==> src/rtl/cpu_pkg.sv <==
// cpu_pkg -- shared CPU definitions.
// Holds the ALU op-code encoding, the operand-select encodings used by decode
// and issue, and small immediate-extension helpers.
package cpu_pkg;

   // ALU operation codes carried from decode through to the execute stage.
   typedef enum logic [3:0] {
      ALU_ADD  = 4'b0000,
      ALU_ADDU = 4'b0001,
      ALU_SUB  = 4'b0010,
      ALU_SUBU = 4'b0011,
      ALU_AND  = 4'b0100,
      ALU_OR   = 4'b0101,
      ALU_XOR  = 4'b0110,
      ALU_NOR  = 4'b0111,
      ALU_LUI  = 4'b1000,
      ALU_SLTU = 4'b1001,
      ALU_SLT  = 4'b1010,
      ALU_SRA  = 4'b1011,
      ALU_SRL  = 4'b1100,
      ALU_SLL  = 4'b1101
   } alu_op_e;

   // Op code loaded into the ID/EX register for a bubble.
   localparam logic [3:0] ALU_BUBBLE = 4'b0000;

   // Operand A select.
   localparam logic       A_SEL_RS    = 1'b0;
   localparam logic       A_SEL_SHAMT = 1'b1;

   // Operand B select.  Both 00 and 11 pick the forwarded rt value.
   localparam logic [1:0] B_SEL_RT    = 2'b00;
   localparam logic [1:0] B_SEL_SEXT  = 2'b01;
   localparam logic [1:0] B_SEL_ZEXT  = 2'b10;
   localparam logic [1:0] B_SEL_RT2   = 2'b11;

   // Sign-extend a 16-bit immediate to 32 bits.
   function automatic logic [31:0] sext16(input logic [15:0] imm);
      return {{16{imm[15]}}, imm};
   endfunction

   // Zero-extend a 16-bit immediate to 32 bits.
   function automatic logic [31:0] zext16(input logic [15:0] imm);
      return {16'h0000, imm};
   endfunction

endpackage

==> src/rtl/fwd_sel.sv <==
// fwd_sel -- operand forwarding selector for one source register.
// Ports:
//   i_src                       source register number being read
//   i_mem_we/i_mem_rd/i_mem_data  EX/MEM forward source
//   i_wb_we/i_wb_rd/i_wb_data     MEM/WB forward source
//   i_reg_data                  register-file read data
//   o_value                     value the instruction should actually see
// The EX/MEM result is newer than MEM/WB, so it wins when both match.
// Register 0 never forwards: a match requires a nonzero destination.
module fwd_sel
   import cpu_pkg::*;
(
   input  logic [4:0]  i_src,
   input  logic        i_mem_we,
   input  logic [4:0]  i_mem_rd,
   input  logic [31:0] i_mem_data,
   input  logic        i_wb_we,
   input  logic [4:0]  i_wb_rd,
   input  logic [31:0] i_wb_data,
   input  logic [31:0] i_reg_data,
   output logic [31:0] o_value
);

   logic w_mem_hit;
   logic w_wb_hit;

   assign w_mem_hit = i_mem_we && (i_mem_rd != 5'd0) && (i_mem_rd == i_src);
   assign w_wb_hit  = i_wb_we  && (i_wb_rd  != 5'd0) && (i_wb_rd  == i_src);

   // Priority select: EX/MEM, then MEM/WB, then register file.
   always_comb begin
      o_value = i_reg_data;
      if (w_mem_hit) begin
         o_value = i_mem_data;
      end else if (w_wb_hit) begin
         o_value = i_wb_data;
      end else begin
         o_value = i_reg_data;
      end
   end

endmodule

==> src/rtl/id_ex_issue.sv <==
// id_ex_issue -- ID/EX pipeline register with operand forwarding and
// load-use hazard detection.
// Ports:
//   clk, rstn                 clock (rising edge), async active-low reset
//   id_*                      decoded instruction from the decode stage
//   mem_reg_write/rd/result   EX/MEM forward source
//   wb_reg_write/rd/result    MEM/WB forward source
//   flush                     squash the instruction being issued
//   ex_*                      registered execute-stage controls and operands
//   id_stall                  load-use stall request to fetch/decode
// A bubble (all ex_* zero) is loaded when flush, stall or !id_valid.  The
// stall is derived from the registered EX load, and because the bubble clears
// ex_mem_read the stall naturally lasts a single cycle per hazard.
module id_ex_issue
   import cpu_pkg::*;
(
   input  logic        clk,
   input  logic        rstn,
   input  logic        id_valid,
   input  logic [3:0]  id_aluc,
   input  logic [4:0]  id_rs_addr,
   input  logic [4:0]  id_rt_addr,
   input  logic [4:0]  id_rd_addr,
   input  logic [31:0] id_rs_data,
   input  logic [31:0] id_rt_data,
   input  logic [15:0] id_imm,
   input  logic [4:0]  id_shamt,
   input  logic        id_a_sel,
   input  logic [1:0]  id_b_sel,
   input  logic        id_use_rs,
   input  logic        id_use_rt,
   input  logic        id_reg_write,
   input  logic        id_mem_read,
   input  logic        mem_reg_write,
   input  logic [4:0]  mem_rd,
   input  logic [31:0] mem_result,
   input  logic        wb_reg_write,
   input  logic [4:0]  wb_rd,
   input  logic [31:0] wb_result,
   input  logic        flush,
   output logic        ex_valid,
   output logic [31:0] ex_a,
   output logic [31:0] ex_b,
   output logic [3:0]  ex_aluc,
   output logic [4:0]  ex_rd,
   output logic        ex_reg_write,
   output logic        ex_mem_read,
   output logic [31:0] ex_store_data,
   output logic        id_stall
);

   logic [31:0] w_rs_fwd;
   logic [31:0] w_rt_fwd;
   logic [31:0] w_a;
   logic [31:0] w_b;
   logic        w_stall;
   logic        w_bubble;

   logic        r_valid;
   logic [31:0] r_a;
   logic [31:0] r_b;
   logic [3:0]  r_aluc;
   logic [4:0]  r_rd;
   logic        r_reg_write;
   logic        r_mem_read;
   logic [31:0] r_store_data;

   fwd_sel u_fwd_rs (
      .i_src      (id_rs_addr),
      .i_mem_we   (mem_reg_write),
      .i_mem_rd   (mem_rd),
      .i_mem_data (mem_result),
      .i_wb_we    (wb_reg_write),
      .i_wb_rd    (wb_rd),
      .i_wb_data  (wb_result),
      .i_reg_data (id_rs_data),
      .o_value    (w_rs_fwd)
   );

   fwd_sel u_fwd_rt (
      .i_src      (id_rt_addr),
      .i_mem_we   (mem_reg_write),
      .i_mem_rd   (mem_rd),
      .i_mem_data (mem_result),
      .i_wb_we    (wb_reg_write),
      .i_wb_rd    (wb_rd),
      .i_wb_data  (wb_result),
      .i_reg_data (id_rt_data),
      .o_value    (w_rt_fwd)
   );

   // Load in EX whose destination is read by the instruction in decode.
   assign w_stall = r_valid && r_mem_read && (r_rd != 5'd0) && id_valid &&
                    ((id_use_rs && (id_rs_addr == r_rd)) ||
                     (id_use_rt && (id_rt_addr == r_rd)));

   assign w_bubble = flush || w_stall || !id_valid;

   // Operand A/B selection.
   always_comb begin
      w_a = w_rs_fwd;
      w_b = w_rt_fwd;
      if (id_a_sel == A_SEL_SHAMT) begin
         w_a = {27'd0, id_shamt};
      end else begin
         w_a = w_rs_fwd;
      end
      case (id_b_sel)
         B_SEL_RT:   w_b = w_rt_fwd;
         B_SEL_SEXT: w_b = sext16(id_imm);
         B_SEL_ZEXT: w_b = zext16(id_imm);
         B_SEL_RT2:  w_b = w_rt_fwd;
         default:    w_b = w_rt_fwd;
      endcase
   end

   // ID/EX register: issue the decoded instruction or load a bubble.
   always_ff @(posedge clk or negedge rstn) begin
      if (!rstn) begin
         r_valid      <= 1'b0;
         r_a          <= 32'd0;
         r_b          <= 32'd0;
         r_aluc       <= ALU_BUBBLE;
         r_rd         <= 5'd0;
         r_reg_write  <= 1'b0;
         r_mem_read   <= 1'b0;
         r_store_data <= 32'd0;
      end else if (w_bubble) begin
         r_valid      <= 1'b0;
         r_a          <= 32'd0;
         r_b          <= 32'd0;
         r_aluc       <= ALU_BUBBLE;
         r_rd         <= 5'd0;
         r_reg_write  <= 1'b0;
         r_mem_read   <= 1'b0;
         r_store_data <= 32'd0;
      end else begin
         r_valid      <= 1'b1;
         r_a          <= w_a;
         r_b          <= w_b;
         r_aluc       <= id_aluc;
         r_rd         <= id_rd_addr;
         r_reg_write  <= id_reg_write;
         r_mem_read   <= id_mem_read;
         r_store_data <= w_rt_fwd;
      end
   end

   assign ex_valid      = r_valid;
   assign ex_a          = r_a;
   assign ex_b          = r_b;
   assign ex_aluc       = r_aluc;
   assign ex_rd         = r_rd;
   // Write/read enables are only ever set together with valid; the AND keeps
   // that true even if the register contents were ever disturbed.
   assign ex_reg_write  = r_reg_write && r_valid;
   assign ex_mem_read   = r_mem_read && r_valid;
   assign ex_store_data = r_store_data;
   assign id_stall      = w_stall;

endmodule

==> config.mk <==
export PLATFORM = sky130hd
export DESIGN_NAME = id_ex_issue
export DESIGN_NICKNAME = d
export VERILOG_FILES = /design/src/rtl/cpu_pkg.sv /design/src/rtl/fwd_sel.sv /design/src/rtl/id_ex_issue.sv
export SDC_FILE = /design/constraint.sdc
export NUM_CORES = 1
export LEC_CHECK = 0
export BUFFER_PORTS_ARGS = -buffer_cell sky130_fd_sc_hd__buf_2
export CAP_MARGIN = 15
export CORE_MARGIN = 2
export CORE_UTILIZATION = 35
export CTS_CLUSTER_DIAMETER = 100
export CTS_CLUSTER_SIZE = 16
export DETAILED_ROUTE_END_ITERATION = 16
export GPL_ROUTABILITY_DRIVEN = 0
export HOLD_SLACK_MARGIN = 0.1
export PLACE_DENSITY_LB_ADDON = 0.2
export RECOVER_POWER = 50
export SKIP_CTS_REPAIR_TIMING = 1
export SYNTH_ARGS = -nofsm -noshare
export SYNTH_HDL_FRONTEND = slang
export SYNTH_HIERARCHICAL = 1
export SYNTH_SLANG_ARGS = --single-unit
==> constraint.sdc <==
create_clock -name clk -period 5.2 [get_ports clk]
set_input_delay 0.26 -clock clk [delete_from_list [all_inputs] [get_ports clk]]
set_output_delay 0.26 -clock clk [all_outputs]
set_load 0.01 [all_outputs]
# Word level (Yosys, flattened, before mapping)

Cells that the tools add are included.

Equal/unequal tests: 9
Multiplexer cells: 14
Reduce and logical (&&, ||, !) cells: 22

Operators with widths:

| operator           | count |
|---|---|
| $mux 32            | 8 |
| $pmux 32 s3        | 1 |
| $eq 5x5->1         | 6 |
| $reduce_bool 5->1  | 3 |
| $logic_and 1x1->1  | 13 |
| $mux 5             | 1 |
| $eq 2x2->1 const B | 2 |
| $mux 4             | 1 |
| $logic_or 1x1->1   | 3 |
| $mux 1             | 3 |
| $eq 2x1->1 const B | 1 |
| $logic_not 2->1    | 1 |
| $reduce_or 2->1    | 1 |
| $logic_not 1->1    | 1 |

Register bits after elaboration: 108
Input port bits: 191
Logic and storage cells: 53

# Longest topological paths before layout

Gate-level depths: netlist (run 1).

Depth after elaboration: 7
Depth in mapped cells: 8
Gate-level depth less buffers: 6

# Hierarchy

The synthesis (run 1) kept the hierarchy.

Modules (own cells, without submodules):

| module      | times used | cells each | area an instance (um^2) | sequential area each (um^2) |
|---|---|---|---|---|
| id_ex_issue | 1          | 399        | 4426.7                  | 2702.6 |
| fwd_sel     | 2          | 185        | 1167.4                  | 0.0 |

# Least setup slack after synthesis (run 1)

OpenSTA, ideal clock, no wires.

Path kind: register to output
Start point: register r_rd[1], in the netlist ex_rd[1]
End point: output port id_stall
Arrival time: 1.601 ns
Setup slack: 3.339 ns
Stages on the path, launching flop included: 6
Path through: dfrtp_1 > or4_1 > o211a_1 > buf_6 > buf_6 > and2_1

Word-level cells in the longest chain between the ends: 4

Ends and longest elaborated chain:

| element                                               | RTL line                                                | source |
|---|---|---|
| from (decl)                                           | id_ex_issue.sv:63                                       | `logic [4:0] r_rd;` |
| from (signal assigned)                                | id_ex_issue.sv:142                                      | `r_rd <= id_rd_addr;` |
| $eq 5x5->1, or another cell as far along              | id_ex_issue.sv:94                                       | `((id_use_rs && (id_rs_addr == r_rd)) \|\|` |
| $logic_and 1x1->1, on equally long branches           | id_ex_issue.sv:94, id_ex_issue.sv:93, id_ex_issue.sv:95 |  |
| $logic_or 1x1->1 or $logic_and 1x1->1 (tied branches) | id_ex_issue.sv:94, id_ex_issue.sv:93                    |  |
| $logic_and 1x1->1 (*)                                 | id_ex_issue.sv:93                                       | `assign w_stall = r_valid && r_mem_read && (r_rd != 5'd0) && id_valid &&` |
| to (decl)                                             | id_ex_issue.sv:49                                       | `output logic id_stall` |

Mark *: on every way between the ends. The rest lies on a longest branch, timed or not.

==> reports/metrics.cfg, run 1 <==
[synth]
synth-edff-count = 0
synth_area_leader_cell = dfrtp_1
synth_mux_area_frac = 0.00740
syn_area_per_cell_um2 = 8.79
netlist-cell-type-count = 37
synthMostInstantiatedCell = dfrtp_1
yosys_warnings = 6
synth_compound_area_frac = 0.270
async_flop_share = 1.00
synth_top_area_share = 0.400
yosys.area_share.adder = 0.00370
ys_seq_area_frac = 0.400
synth_xor_xnor_area_share = 0.0337
syn_inst = 769
synthFlopType = dfrtp_1
synth_commonest_cells = dfrtp_1 (108), clkbuf_1 (82), a21oi_1 (77)
synth-seq-cells = 108
syn-num-nets = 962
synth-simple-area-share = 0.206
ys_top_cells_by_area = dfrtp_1 (40%), o31ai_1 (7.1%), nand4_1 (6.1%)
syn_area_um2 = 6760
synth_top_family_by_area = compound AO/OA/AOI/OAI gates

[die]
initial_utilization = 0.359
row_count = 50
die_area_um2 = 20400
die_y_um = 143
fp.dieW_um = 143
core_area_um2 = 18800
boundaryPins = 300

[sta]
final.setup_skew_ns = 0.00830
maxSlewHeadroom = -1.00
slew_violations = 55
setup_violations = 0
final.period_utilization = 0.659
min_period_ns = 3.43
fmax_ghz = 0.292
hold_viol = 0
tightest_slew_ns = 3.00
tns_ns = 0
rsz0062_at_grt = no

[pwr]
finalPower_mw = 2.12
p_per_area_nw_per_um2 = 250
vdd_ir_drop_max_uv = 145
cellLeakagePower_nw = 3.38

[finish]
nets = 1179
num-fill-cells = 1953
syn2layout_area_growth_pct = 25.5
drive_above_1_share = 0.253
postLayoutCoreUtil = 0.451

[drt]
wirelength_um = 29700
via_per_inst = 6.13
drc_errors = 0
first_pass_iters = 6
antenna_left = 0
dr_total_vias = 7684
drt_iter0_markers = 671
wire_per_inst_um = 23.7

[grt]
grt_use_total = 0.285
first_global_vias = 7366
globalRouteOverflowTotal = 0
grt_antenna_before_repair = 3
grt_max_degree = 75
grt_pass1_wl_um = 44200

[critical_path]
critPathBufInv = 3
critPathSlowestCell = clkbuf_1
crit_fanout = 55
cp.required_ns = 5.61
arrival_ns = 3.84
cp_cell_sequence = dlygate4sd3_1 > clkbuf_1 > buf_4
crit_type = in -> async
crit_path_end_kind = asynchronous set/reset pin
r2r_slack_ns = 2.67
max_stage_delay_ns = 2.10
critPathLaunchType = input pin
cp_top_family = buffers and inverters

[min_path]
hold_path.class = in -> reg

[clocking]
clk_latency_ns = 0.35
path_clk_slew_ns = 0.07
cts_tree = yes
cts_inserted_buffers = 9
cts_max_level = 3
clock_path_buffers = 2
clockRootBuffer = clkbuf_16
clock-sinks = 108

[placement]
io_buffer_count = 299
dpl.hpwl_um = 20300

[status]
violations = max-capacitance violations, max-slew violations
status = complete, but fails checks

[job]
drv_cap = 1

[report_power, final]
group	switching (mW)	leakage, nW	internal (mW)	total, mW
clock	0.327	0.142	0.401	0.728
combinational	0.345	1.78	0.161	0.506
sequential	0.0131	1.47	0.872	0.885
total	0.685	3.38	1.43	2.12
[path summary, 6_finish.rpt]
kind	start	end	cells past startpoint
min reg2reg	r_mem_read$_DFF_PN0_	r_mem_read$_DFF_PN0_	3
min in group asynchronous	rstn	ex_rd[4]$_DFF_PN0_	2
max in group clk	ex_rd[1]$_DFF_PN0_	id_stall	5
max reg2reg	ex_rd[0]$_DFF_PN0_	ex_b[24]$_DFF_PN0_	5
max	rstn	ex_a[2]$_DFF_PN0_	3
min	id_aluc[2]	ex_aluc[2]$_DFF_PN0_	3
[through the flow]
step	instance area (um2)	setup WS, ns	cells	hold slack (ns)
6_report	8490	1.77	1253	0.113
4_1_cts	8610	2.20	1250	-0.0302
3_5_place_dp	8300	2.19	1234	0.352
2_1_floorplan	6760	3.34	769	-0.0356
5_1_grt	8490	1.18	1253	0.117
3_3_place_gp	8280	2.13	1233	0.362
[worst reg2reg max path: stages (launching register included)]
cell and delay [ns]:
dfrtp_1 0.47, xnor2_1 0.23, nand4_1 0.18, o22ai_4 0.89
buf_12 0.43, a211oi_1 0.17
[state kept, by name (all words and copies together), names as in the netlist]
signal	flops
ex_store_data	32
ex_valid	1
ex_rd	5
ex_b	32
r_reg_write	1
ex_a	32
r_mem_read	1
ex_aluc	4
[area by class of cell]
class	instances	area (um2)	area share
well taps	260	325	0.0383
multi-input cells	546	3590	0.423
clock inverters	3	45.0	0.00531
inverters	2	7.51	0.000884
repair buffers	319	1550	0.182
diodes	2	5.00	0.000590
clock buffers	13	260	0.0307
flip-flops and latches	108	2700	0.318
[cell usage in the layout, fill, tap and decap left out, types with 3 or more instances in the layout]
master	Yosys	layout
a211oi_1	37	37
clkbuf_16	0	9
dfrtp_1	108	108
buf_4	2	17
a22oi_1	16	16
and2_1	7	5
clkbuf_1	82	109
nand3_2	0	4
buf_2	9	192
o31ai_1	64	64
a21oi_1	77	77
a31oi_1	64	64
nand4_1	66	66
and2_0	1	3
nand3b_1	27	27
nand2_1	51	51
nor4_1	66	66
a21oi_2	10	10
mux2i_1	5	5
xnor2_1	26	26
[kinds of logic (layout without fill, tap and decap cells)]
family	count (synthesis)	count (layout)
AOI/OAI and AO/OA	276	276
xor gates and xnor gates	26	26
DFF	108	108
other	0	2
buffers and inverters	115	337
and+or+nand+nor	237	237
adders and majority gates	2	2
muxes	5	5
[layer usage]
layer / up-vias / global-route usage / share of wire
met5: - / 0 / 0.00044
met4: 2 / 0.0964 / 0.028
met3: 69 / 0.0513 / 0.089
met2: 471 / 0.474 / 0.48
met1: 3713 / 0.373 / 0.41
li1: 3429 / - / -
No activity file was read; power rests on OpenSTA's default activity.
==> run 2, diff against run 1 <==
==> constraint.sdc (replaced) <==
create_clock -name clk -period 2.9 [get_ports clk]
set_input_delay 0.145 -clock clk [delete_from_list [all_inputs] [get_ports clk]]
set_output_delay 0.145 -clock clk [all_outputs]
set_load 0.01 [all_outputs]
==> reports/metrics.cfg, run 2 (synthesis gave the netlist of run 1 again) <==
[status]
status = completed

[finish]
num-fill-cells = 1928  ; -1.3%
final_cell_mix = buf_2 (192), dfrtp_1 (108), clkbuf_1 (107)
nets = 1203  ; +2.0%
postLayoutCoreUtil = 0.462  ; +0.0108
final_common_cell = buf_2
drive_above_1_share = 0.261  ; +0.00780
syn2layout_area_growth_pct = 28.6
fin_cells = 1279  ; +2.1%

[drt]
first_pass_iters = 6  ; unchanged
wire_per_inst_um = 23.4  ; -1.5%
drc_errors = 0  ; unchanged
via_per_inst = 6.13  ; -0.12%
dr_total_vias = 7834  ; +2.0%
wirelength_um = 29900  ; +0.49%
antenna_left = 0  ; unchanged
drt_iter0_markers = 861  ; +28%

[placement]
dp_worst_setup_slack_ns = 0.417  ; -1.77 ns
dpl.hpwl_um = 20100  ; -0.89%
placed_cells = 1246  ; +0.97%
io_buffer_count = 299  ; unchanged

[pwr]
cellLeakagePower_nw = 3.49  ; +3.1%
vdd_ir_drop_max_uv = 277  ; +90%
p_per_area_nw_per_um2 = 431  ; +73%

[critical_path]
crit_start = ex_rd[1]$_DFF_PN0_
crit_path_end_kind = output port
arrival_ns = 2.27  ; -1.57 ns
crit_fanout = 63  ; +15%
crit_type = reg -> out
cp.required_ns = 2.76  ; -2.85 ns
critPathLaunchType = flop
r2r_start = ex_rd[1]$_DFF_PN0_

[sta]
fmax_ghz = 0.414
tns_ns = 0  ; unchanged
tightest_slew_ns = 1.06  ; -1.94 ns
final.period_utilization = 0.834
min_period_ns = 2.42
slew_violations = 0  ; -100%
hold_ws_ns = 0.0900  ; -0.0230 ns
setup_violations = 0  ; unchanged
maxSlewHeadroom = 0.293  ; +1.29
worst_slack_ns = 0.483  ; -1.29 ns
final.setup_skew_ns = 0.0103  ; +0.00202 ns
hold_viol = 0  ; unchanged
rsz0062_at_grt = no

[clocking]
clk_latency_ns = 0.36  ; about the same
cts_inserted_buffers = 9  ; unchanged
clockRootBuffer = clkbuf_16
clock_path_buffers = 2  ; unchanged
clock-sinks = 108  ; unchanged
cts_max_level = 3  ; unchanged
cts_tree = yes
path_clk_slew_ns = 0.08  ; about the same

[grt]
grt_use_total = 0.282  ; -0.00275
first_global_vias = 7432  ; +0.90%
grt_antenna_before_repair = 5  ; +2
globalRouteOverflowTotal = 0  ; unchanged
grt_max_degree = 68  ; -9.3%
grt_pass1_wl_um = 43800  ; -0.77%

[die]
initial_utilization = 0.359  ; unchanged
row_count = 50  ; unchanged
boundaryPins = 300  ; unchanged
die_y_um = 143  ; unchanged
fp.dieW_um = 143  ; unchanged
die_area_um2 = 20400  ; unchanged
core_area_um2 = 18800  ; unchanged

[min_path]
hold_path.class = in -> reg
hp-start = id_shamt[1]

[job]
drv_cap = 0  ; -1

run 2: cell count changes in the layout (fill, tap and decap cells not counted), moves of 2 or more:
cell / before / now
buf_12: 1 / 3
buf_4: 17 / 27
clkbuf_1: 109 / 107
clkinv_4: 0 / 3
diode_2: 2 / 4
dlygate4sd3_1: 1 / 13
run 2: layout make-up:
class	instances	area, um2	area share
tap	260	325	0.0374
multi-input combinational	546	3590	0.414
inverter	2	7.51	0.000864
timing repair buffer	343	1760	0.203
clock buffer	11	243	0.0279
antenna	4	10.0	0.00115
sequential	108	2700	0.311
clock inverter	5	45.0	0.00518
run 2: layer usage:
layer / share of wire / up-vias / routed length (um) / global-route usage
met5: 0.00054 / - / 16 / 0.00752
met4: 0.027 / 2 / 805 / 0.109
met3: 0.093 / 63 / 2800 / 0.0516
met2: 0.48 / 542 / 14400 / 0.462
met1: 0.40 / 3744 / 11900 / 0.369
li1: - / 3483 / - / -
run 2: through the flow:
stage	power, mW	instance area (um2)
final	3.75	8690
after global routing	3.89	8690
after global placement	2.54	8410
after CTS	3.76	8700
after detailed placement	2.54	8410
after floorplan	2.09	6760
run 2: power by group:
group	leakage, nW	total (mW)	internal (mW)	switching, mW
registers	1.47	1.59	1.56	0.0230
logic	1.88	0.945	0.312	0.634
clock network	0.138	1.22	0.619	0.599
run 2: path summary, 6_finish.rpt:
path | endpoint | slack, ns | depth (start not counted)
worst max-delay path | id_stall | 0.48 | 4
worst min-delay path | ex_a[1]$_DFF_PN0_ | 0.09 | 3
worst max register to register | ex_b[8]$_DFF_PN0_ | 0.71 | 4
worst min register to register | ex_rd[1]$_DFF_PN0_ | 0.86 | 4
max in group asynchronous | ex_b[10]$_DFF_PN0_ | 0.76 | 3
min in group asynchronous | ex_a[27]$_DFF_PN0_ | 0.52 | 2
run 2: critical path: stages, from the launching register on:
cell     delay (ns)
dfrtp_1        0.44
or4_1          0.55
o211a_4        0.51
and2_1         0.28
buf_2          0.13
